## src/rtl/wb_seg_pipe.sv

```systemverilog
// Write-back segment: decodes the retiring IR and drives a registered register-file write port.
// Latency: 1 cycle from accept (or from load-data arrival) to a WB_Write pulse.
// Backpressure: in_ready drops while a load waits for data; in_valid is ignored until data or flush.
module wb_seg_pipe #(
    parameter int DATA_W = 32,
    parameter int CNT_W  = 16
) (
    input  logic              clk,
    input  logic              rst,
    input  logic              in_valid,
    output logic              in_ready,
    input  logic [31:0]       IR_i,
    input  logic [DATA_W-1:0] ALUo_i,
    input  logic [DATA_W-1:0] LMD_i,
    input  logic              LMD_valid,
    input  logic              flush,
    output logic [DATA_W-1:0] WB_Data,
    output logic              WB_Write,
    output logic [4:0]        WB_Addr,
    output logic              busy,
    output logic [CNT_W-1:0]  retired_cnt
);

    localparam logic [5:0] OP_RTYPE = 6'b000000;
    localparam logic [5:0] OP_ADDI  = 6'b001000;
    localparam logic [5:0] OP_ANDI  = 6'b001100;
    localparam logic [5:0] OP_ORI   = 6'b001101;
    localparam logic [5:0] OP_SLTI  = 6'b001010;
    localparam logic [5:0] OP_LW    = 6'b100011;
    localparam logic [5:0] OP_JAL   = 6'b000011;

    typedef enum logic [0:0] {
        IDLE      = 1'b0,
        WAIT_LOAD = 1'b1
    } state_t;

    state_t state, state_nxt;

    logic [5:0]        op;
    logic [4:0]        dec_dest;
    logic              dec_wr;
    logic              dec_load;
    logic              accept;
    logic [4:0]        ld_rt;
    logic              ld_latch;
    logic              wr_fire;
    logic [4:0]        wr_addr_nxt;
    logic [DATA_W-1:0] wr_data_nxt;
    logic              retire;

    assign in_ready = (state == IDLE);
    assign busy     = (state == WAIT_LOAD);
    assign accept   = in_valid & in_ready & ~flush;

    // Instruction decode: destination register and whether the op writes at all.
    always_comb begin
        op       = IR_i[31:26];
        dec_dest = 5'd0;
        dec_wr   = 1'b0;
        dec_load = 1'b0;
        case (op)
            OP_RTYPE: begin
                if (IR_i != 32'd0) begin
                    dec_dest = IR_i[15:11];
                    dec_wr   = 1'b1;
                end
            end
            OP_ADDI, OP_ANDI, OP_ORI, OP_SLTI: begin
                dec_dest = IR_i[20:16];
                dec_wr   = 1'b1;
            end
            OP_LW: begin
                dec_dest = IR_i[20:16];
                dec_wr   = 1'b1;
                dec_load = 1'b1;
            end
            OP_JAL: begin
                dec_dest = 5'd31;
                dec_wr   = 1'b1;
            end
            default: begin
                dec_dest = 5'd0;
                dec_wr   = 1'b0;
            end
        endcase
    end

    always_ff @(posedge clk or negedge rst) begin
        if (!rst) begin
            state <= IDLE;
        end else begin
            state <= state_nxt;
        end
    end

    // Next-state and write-port decisions; a dest of r0 still retires but never writes.
    always_comb begin
        state_nxt   = state;
        ld_latch    = 1'b0;
        wr_fire     = 1'b0;
        wr_addr_nxt = WB_Addr;
        wr_data_nxt = WB_Data;
        retire      = 1'b0;
        case (state)
            IDLE: begin
                if (accept) begin
                    if (dec_load && !LMD_valid) begin
                        ld_latch  = 1'b1;
                        state_nxt = WAIT_LOAD;
                    end else begin
                        retire = 1'b1;
                        if (dec_wr && (dec_dest != 5'd0)) begin
                            wr_fire     = 1'b1;
                            wr_addr_nxt = dec_dest;
                            wr_data_nxt = dec_load ? LMD_i : ALUo_i;
                        end
                    end
                end
            end
            WAIT_LOAD: begin
                if (flush) begin
                    state_nxt = IDLE;
                end else if (LMD_valid) begin
                    state_nxt = IDLE;
                    retire    = 1'b1;
                    if (ld_rt != 5'd0) begin
                        wr_fire     = 1'b1;
                        wr_addr_nxt = ld_rt;
                        wr_data_nxt = LMD_i;
                    end
                end
            end
            default: begin
                state_nxt = IDLE;
            end
        endcase
    end

    always_ff @(posedge clk or negedge rst) begin
        if (!rst) begin
            WB_Write    <= 1'b0;
            WB_Addr     <= 5'd0;
            WB_Data     <= '0;
            retired_cnt <= '0;
            ld_rt       <= 5'd0;
        end else begin
            WB_Write <= wr_fire;
            if (wr_fire) begin
                WB_Addr <= wr_addr_nxt;
                WB_Data <= wr_data_nxt;
            end
            if (retire) begin
                retired_cnt <= retired_cnt + CNT_W'(1);
            end
            if (ld_latch) begin
                ld_rt <= dec_dest;
            end
        end
    end

endmodule

```

## config.mk

```make
export PLATFORM = sky130hd
export DESIGN_NAME = wb_seg_pipe
export DESIGN_NICKNAME = d
export VERILOG_FILES = /design/src/rtl/wb_seg_pipe.sv
export SDC_FILE = /design/constraint.sdc
export NUM_CORES = 1
export LEC_CHECK = 0
export ABC_AREA = 1
export CORE_ASPECT_RATIO = 1.5
export CORE_MARGIN = 2
export CORE_UTILIZATION = 41
export DETAILED_ROUTE_END_ITERATION = 8
export PLACE_DENSITY = 0.81
export SYNTH_ARGS = -nofsm -noshare
export SYNTH_HDL_FRONTEND = slang
export SYNTH_SLANG_ARGS = --single-unit
```

## constraint.sdc

```tcl
create_clock -name clk -period 2.1 [get_ports clk]
set_clock_uncertainty 0.05 [all_clocks]
set_input_delay 0.315 -clock clk [delete_from_list [all_inputs] [get_ports clk]]
set_output_delay 0.315 -clock clk [all_outputs]
set_load 0.005 [all_outputs]
```

* Word level (Yosys, flattened, before mapping)
Index checks and enable logic that the tools add are counted.
** Storage, ports and cells
- Register bits after elaboration :: 60
- Latch bits :: 0
- Memory bits (writable) :: 0
- Bits in read-only memories :: 0
- Output and inout bits :: 56
- Memories kept :: 0
** Operators by class
- Add/sub/neg operators :: 1
- $mul :: 0
- Divide/modulo/power cells :: 0
- $lt $le $gt $ge :: 0
- Equality and inequality tests :: 12
- Shift-type cells :: 0
- Mux-type cells :: 38
- Bitwise gates (word level) :: 4
- Reduce and logical (&&, ||, !) cells :: 10
** Operator list (count)
- $mux W32 :: 7
- $pmux W32 S2 :: 1
- $mux W5 :: 7
- $reduce_bool A32 Y1 :: 1
- $eq A6 B4 Y1 const B :: 4
- $mux W1 :: 17
- $add A16 B1 Y16 const B :: 1
- $pmux W5 S3 :: 1
- $pmux W5 S2 :: 1
- $reduce_bool A5 Y1 :: 2
- $pmux W1 S2 :: 4
- $reduce_and A7 Y1 :: 1
- $eq A6 B2 Y1 const B :: 1
- $eq A6 B6 Y1 const B :: 1
- $logic_not A6 Y1 :: 1
- $ne A2 B1 Y1 const B :: 3
- $ne A2 B2 Y1 const B :: 3
- $reduce_or A6 Y1 :: 1
- $reduce_or A5 Y1 :: 1
- $and A1 B1 Y1 :: 2
- $logic_and A1 B1 Y1 :: 2
- $not A1 Y1 :: 2
- $logic_not A1 Y1 :: 1

* Depth between registers and ports, before layout
- Depth after elaboration :: 10
- Depth in mapped cells :: 15
- Gate-level depth less buffers :: 13

* Worst setup path before layout
Ideal clock, no wire load.
- Path kind :: input -> register
- From :: input IR_i[27]
- To :: register WB_Addr[0]
- Library setup time :: 117 ps
- Arrival :: 1496 ps
- Data required time :: 1933 ps
- Setup slack :: 437 ps
- Stages :: 11
- Path buffers :: 2
- Path through :: or2_1 > nor3_4 > nand2_1 > nand3_1 > nor2_1 > nand3_1 > nand2_1 > buf_4 > buf_4 > nand3_1 > nand2_1
** Between the ends
- Longest elaborated chain between the ends :: 10
- Elaborated cells on any way between the ends :: 29
- Classes of those cells :: eq/ne (8); mux (13); reduce/logical (8)
** RTL lines
- start: declaration :: line 12 : input logic [31:0] IR_i,
- $reduce_bool A32 Y1, or another cell as far along :: line 63 : if (IR_i != 32'd0) begin
- $mux W5 or $reduce_or A5 Y1 (tied branches)
- $pmux W5 S3 :: line 61 : case (op)
- $reduce_bool A5 Y1 :: line 112 : if (dec_wr && (dec_dest != 5'd0)) begin
- $logic_and A1 B1 Y1 :: line 112
- $mux W1 :: line 112
- $mux W1 :: line 107 : if (dec_load && !LMD_valid) begin
- $mux W1 :: line 106 : if (accept) begin
- $pmux W1 S2 :: line 104 : case (state)
- $reduce_and A7 Y1 (no line)
- end signal: assignment :: line 149 : WB_Addr <= wr_addr_nxt;
- end: declaration :: line 19 : output logic [4:0] WB_Addr,
Several ways; a longest one is shown, not always the timed one. The select of a mux whose other input is x is not followed.
A chain may end at the register's enable or synchronous reset.

* Worst setup path in the final report
- From :: input IR_i[27]
- To :: register WB_Data[5]
** Between the ends
- Longest elaborated chain between the ends :: 10
- Elaborated cells on any way between the ends :: 30
- Classes of those cells :: eq/ne (8); mux (14); reduce/logical (8)
** RTL lines
- $reduce_bool A32 Y1, or another cell as far along :: line 63
- $mux W5 or $reduce_or A5 Y1 (tied branches)
- $pmux W5 S3 :: line 61
- $reduce_bool A5 Y1 :: line 112
- $logic_and A1 B1 Y1 :: line 112
- $mux W1 :: line 112
- $mux W1 :: line 107
- $mux W1 :: line 106
- $pmux W1 S2 :: line 104
- $reduce_and A7 Y1 (no line)
- end signal: assignment :: line 150 : WB_Data <= wr_data_nxt;
- end: declaration :: line 17 : output logic [DATA_W-1:0] WB_Data,
Several ways; a longest one is shown, not always the timed one. The select of a mux whose other input is x is not followed.

==> reports/results.txt <==
Derived from the worst setup path, the maximum achievable clock frequency is 0.511 GHz. VDD sags by at most 0.000544 V. For the sequential standard cell area, the log shows 1500 µm². The post-synthesis adder-cell area fraction was 0.394%; the largest incremental delay on the critical path was 0.44 ns. The routed design uses 684 µm of met3 wire. The critical path goes through clkdlybuf4s50_1 -> or2_1 -> nor3_4 -> nand2_1 -> nand3_1 -> nor2_1 -> nand3_1 -> nand2_2 -> nand2_2 -> buf_12 -> nand2_1 -> nand2_1. Entering global routing, the biggest net connects 34 pins. Yosys attributes the largest share of cell area to sky130_fd_sc_hd__dfrtp_1 (47%), sky130_fd_sc_hd__nand2_1 (14%), sky130_fd_sc_hd__mux2_2 (12%).

The tools report the startpoint of the lowest-slack hold path as WB_Addr[3]. From left edge to right edge, the die measures 75.8 µm. TritonCTS built the clock tree. The critical path is of the in -> reg type.

For the worst-skew pair, the clock arrives at the later sink with an insertion delay of 0.32 ns. The cell seen most often among critical-path stages is sky130_fd_sc_hd__nand2_1. In this run the tightest slew margin relative to its limit is 59.8%. The number of antenna violations at the first check in global routing is 0. The class of the tightest hold or removal check was reg -> reg.

Buffers added to address setup during post-CTS repair amount to 0. The synthesized design spends more area on one cell type than any other, namely sky130_fd_sc_hd__dfrtp_1. The worst hold slack after final layout was 0.451 ns. For this design the ratio of total power to cell area is 874 nW/µm². After synthesis, the largest family of logic cells by area is simple AND/OR/NAND/NOR gates.

After synthesis the netlist holds a flip-flop and latch count of 60. The commonest non-fill, non-tap cell in the layout was sky130_fd_sc_hd__clkdlybuf4s50_1. Averaged over all synthesized cells, the footprint is 8.51 µm².

Global routing usage summed across all routing layers: 22.0%. The final design area excluding fillers is 5140 µm². At the end of routability-driven placement, the weighted congestion stood at 0.831. The run gives 0.145 ns as the least setup slack across all paths after layout.

The total area of multi-input combinational cells is 1470 µm². The tools report the instance area after placement as 4810 µm². The cell sitting at the root of the clock tree is a sky130_fd_sc_hd__clkbuf_16. At the end of the flow, the number of nets in the layout was 634. The diode insertion count for antenna repair came out at 0. The final period demand of the worst path is 1.96 ns. Setup repair after global routing left no endpoint under its margin.

The xor-xnor portion of the synthesized cell area was 3.31%. CTS built an H-tree with a depth of 3. OpenSTA, run right after detailed placement, puts the worst setup slack at -0.268 ns. The run gives 0 as the number of DRC violations after detailed routing. After detailed routing, no signal wire sits above met4. The die area came out at 8470 µm². The highest-delay cell along the critical path is sky130_fd_sc_hd__clkdlybuf4s50_1. Relative area change from synthesis to final layout: 62.1%. The element type at the critical path start was an input port. The first global-routing pass estimated 14300 µm of wire. The number of top-level design ports is 157, and the number of routed nets with antenna violations is 0. Via density per instance: 4.90. Max-cap violations in this run came to 0.

The tools report the TritonCTS buffer count as 9. The share of synthesized area occupied by flip-flops and latches came out at 47.3%. Clock-pin slew was measured on the worst setup and hold paths at 0.05 ns. For the cell area after synthesis, the log shows 3170 µm². Detailed-route wire length: 8880 µm.

The worst hold path stage count is 2, and the detailed-routing iteration count for the pre-antenna-repair pass is 4. The clock net in this run drives a total of 60 sinks. The final critical path takes up 93.1% of the cycle. Wire segments on met2 add up to 4920 µm in the final route.

The layout has 607 filler cells. Summed over all layers, the global routing overflow is 0. The leakage component of the power is 0.00240 µW. Along the worst path, the maximum fanout reaches 26.

The final number of max-transition violations is 0. The number of placed instances, taps included, is 622. The cell count of the worst reg-to-reg path was 10. The quantity of I/O buffers inserted on ports works out to 140. The clock passes through at most 2 buffers.

The run gives 373 as the number of instances in the synthesized netlist. The flow ran to the end, and the final reports show no timing, DRC or antenna violations. End of the worst register-to-register path: retired_cnt[13]. At the worst endpoint, the required time is 2.31 ns. For hold timing, the worst endpoint is WB_Addr[3]. Of the post-synthesis cell area, the dominant cell type holds 47.3%. In the final layout, the share of cells above drive strength 1 is 15.8%. After detailed routing, the average wire length per cell comes to 13.9 µm. The library cells used most frequently in the layout, excluding fill and tap cells, are sky130_fd_sc_hd__clkdlybuf4s50_1 (138), sky130_fd_sc_hd__nand2_1 (113), sky130_fd_sc_hd__dfrtp_1 (60), sky130_fd_sc_hd__nand3_1 (50), sky130_fd_sc_hd__mux2_2 (33). At the worst endpoint, the arrival time is 2.17 ns. In the synthesized netlist, mux cells make up 11.7% of the area. The HPWL after detailed placement is 6940 µm. Synthesis produced a netlist with a net count of 475. The worst-case register-to-register setup slack is 0.34 ns, and the die height is 112 µm. For the pin with the worst max-slew slack, the measured transition is 0.603 ns. The final route contains 3133 vias. Endpoint class of the critical path: a register. The number of global-route vias before repair is 3168. The launch point of the worst reg-to-reg path is busy. The post-synthesis compound-gate area fraction was 2.88%; the distinct cell type count after synthesis was 28. The detailed router put a total of 3060 µm of wire on met1. For the number of failing hold endpoints at the final stage, the log shows 0.

The floorplan has 39 rows. The initial utilization of the core area, before any placement, comes to 42.0%. Setup violations remaining at the end of the flow were counted as 0. The initial DRC count is 152. The finished layout holds 639 standard cells, fillers aside. For this run, the number of Yosys warnings is 0. In this run the standard cell core region covers 7560 µm². The post-synthesis share of cell area spent on and, or, nand and nor gates is 27.7%.
## sequential cells by signal (all words and copies together), names as in the netlist
signal / count
WB_Data: 32
WB_Addr: 5
ld_rt: 5
WB_Write: 1
retired_cnt: 16
busy: 1
## per-stage QoR
stage / total power, µW / utilization (%) / setup TNS, ns
after floorplan: 2120 / - / 0
after global placement: 3000 / 63.6 / -7.10
after detailed placement: 3060 / 63.6 / -10.03
after CTS: 4540 / 67.8 / 0
after global routing: 4770 / 68.0 / 0
final: 4490 / 68.0 / 0
## synthesized netlist by cell type
cell / n
sky130_fd_sc_hd__o21ai_0: 14
sky130_fd_sc_hd__nor2_1: 18
sky130_fd_sc_hd__buf_1: 6
sky130_fd_sc_hd__nand3_1: 50
sky130_fd_sc_hd__nand3_2: 1
sky130_fd_sc_hd__clkinv_1: 1
sky130_fd_sc_hd__inv_1: 27
sky130_fd_sc_hd__nor3_1: 6
sky130_fd_sc_hd__o31ai_1: 1
sky130_fd_sc_hd__buf_6: 2
sky130_fd_sc_hd__nand2_1: 116
sky130_fd_sc_hd__buf_2: 2
sky130_fd_sc_hd__clkbuf_1: 1
sky130_fd_sc_hd__nand2_2: 2
sky130_fd_sc_hd__nor2_2: 1
sky130_fd_sc_hd__mux2_2: 33
sky130_fd_sc_hd__nor4_1: 1
sky130_fd_sc_hd__a21oi_1: 1
sky130_fd_sc_hd__buf_4: 5
sky130_fd_sc_hd__dfrtp_1: 60
sky130_fd_sc_hd__nand4_1: 5
sky130_fd_sc_hd__inv_2: 3
sky130_fd_sc_hd__nor3_4: 1
sky130_fd_sc_hd__xor2_1: 9
sky130_fd_sc_hd__a31o_2: 1
sky130_fd_sc_hd__xnor2_1: 3
sky130_fd_sc_hd__ha_1: 1
sky130_fd_sc_hd__or2_1: 2
## final cells by class
class / count / share of cell area [%]
clock buffer: 12 / 4.99
clock inverter: 4 / 0.925
inverter: 31 / 2.26
multi-input combinational: 266 / 28.6
sequential: 60 / 29.2
tap: 102 / 2.48
timing repair buffer: 164 / 31.6
## worst max-delay path, delay by kind of cell
kind	cells	cell delay, ns
AND/OR/NAND/NOR	10	1.24
buffers and inverters	2	0.61
## worst max path at each step
stage | endpoint | start | slack, ns | cells after the start
floorplan | WB_Addr[0] | IR_i[27] | 0.44 | 11
global placement | WB_Data[21] | IR_i[28] | -0.19 | 15
detailed placement | WB_Data[13] | IR_i[28] | -0.27 | 13
CTS | WB_Data[31] | IR_i[28] | 0.07 | 13
global route | WB_Data[31] | IR_i[30] | 0.001 | 15
finish | WB_Data[5] | IR_i[27] | 0.14 | 12
## logic make-up after synthesis
group                    after synthesis
AND/OR/NAND/NOR                      203
flip-flops                            60
buffers and inverters                 47
multiplexers                          33
AO/OA/AOI/OAI                         17
XOR/XNOR                              12
adder cells (fa/ha/maj)                1
## metal layers
metal / up-vias / track usage [%]
met2: 122 / 40.0
li1: 1529 / -
met5: - / 0
met4: 0 / 8.77
met3: 16 / 6.06
met1: 1466 / 22.6
## report_power, final
group	internal (µW)	switching, µW
registers	1460	211
logic	859	507
clock network	977	485
total	3290	1200
## repair_timing
action                                 in CTS  in global routing
setup endpoints to repair                   0                 38
gates resized for setup                     0                  6
endpoints found under the hold margin      23                  0
hold buffers                                1                  0
Power figures use the tool's default switching activity.
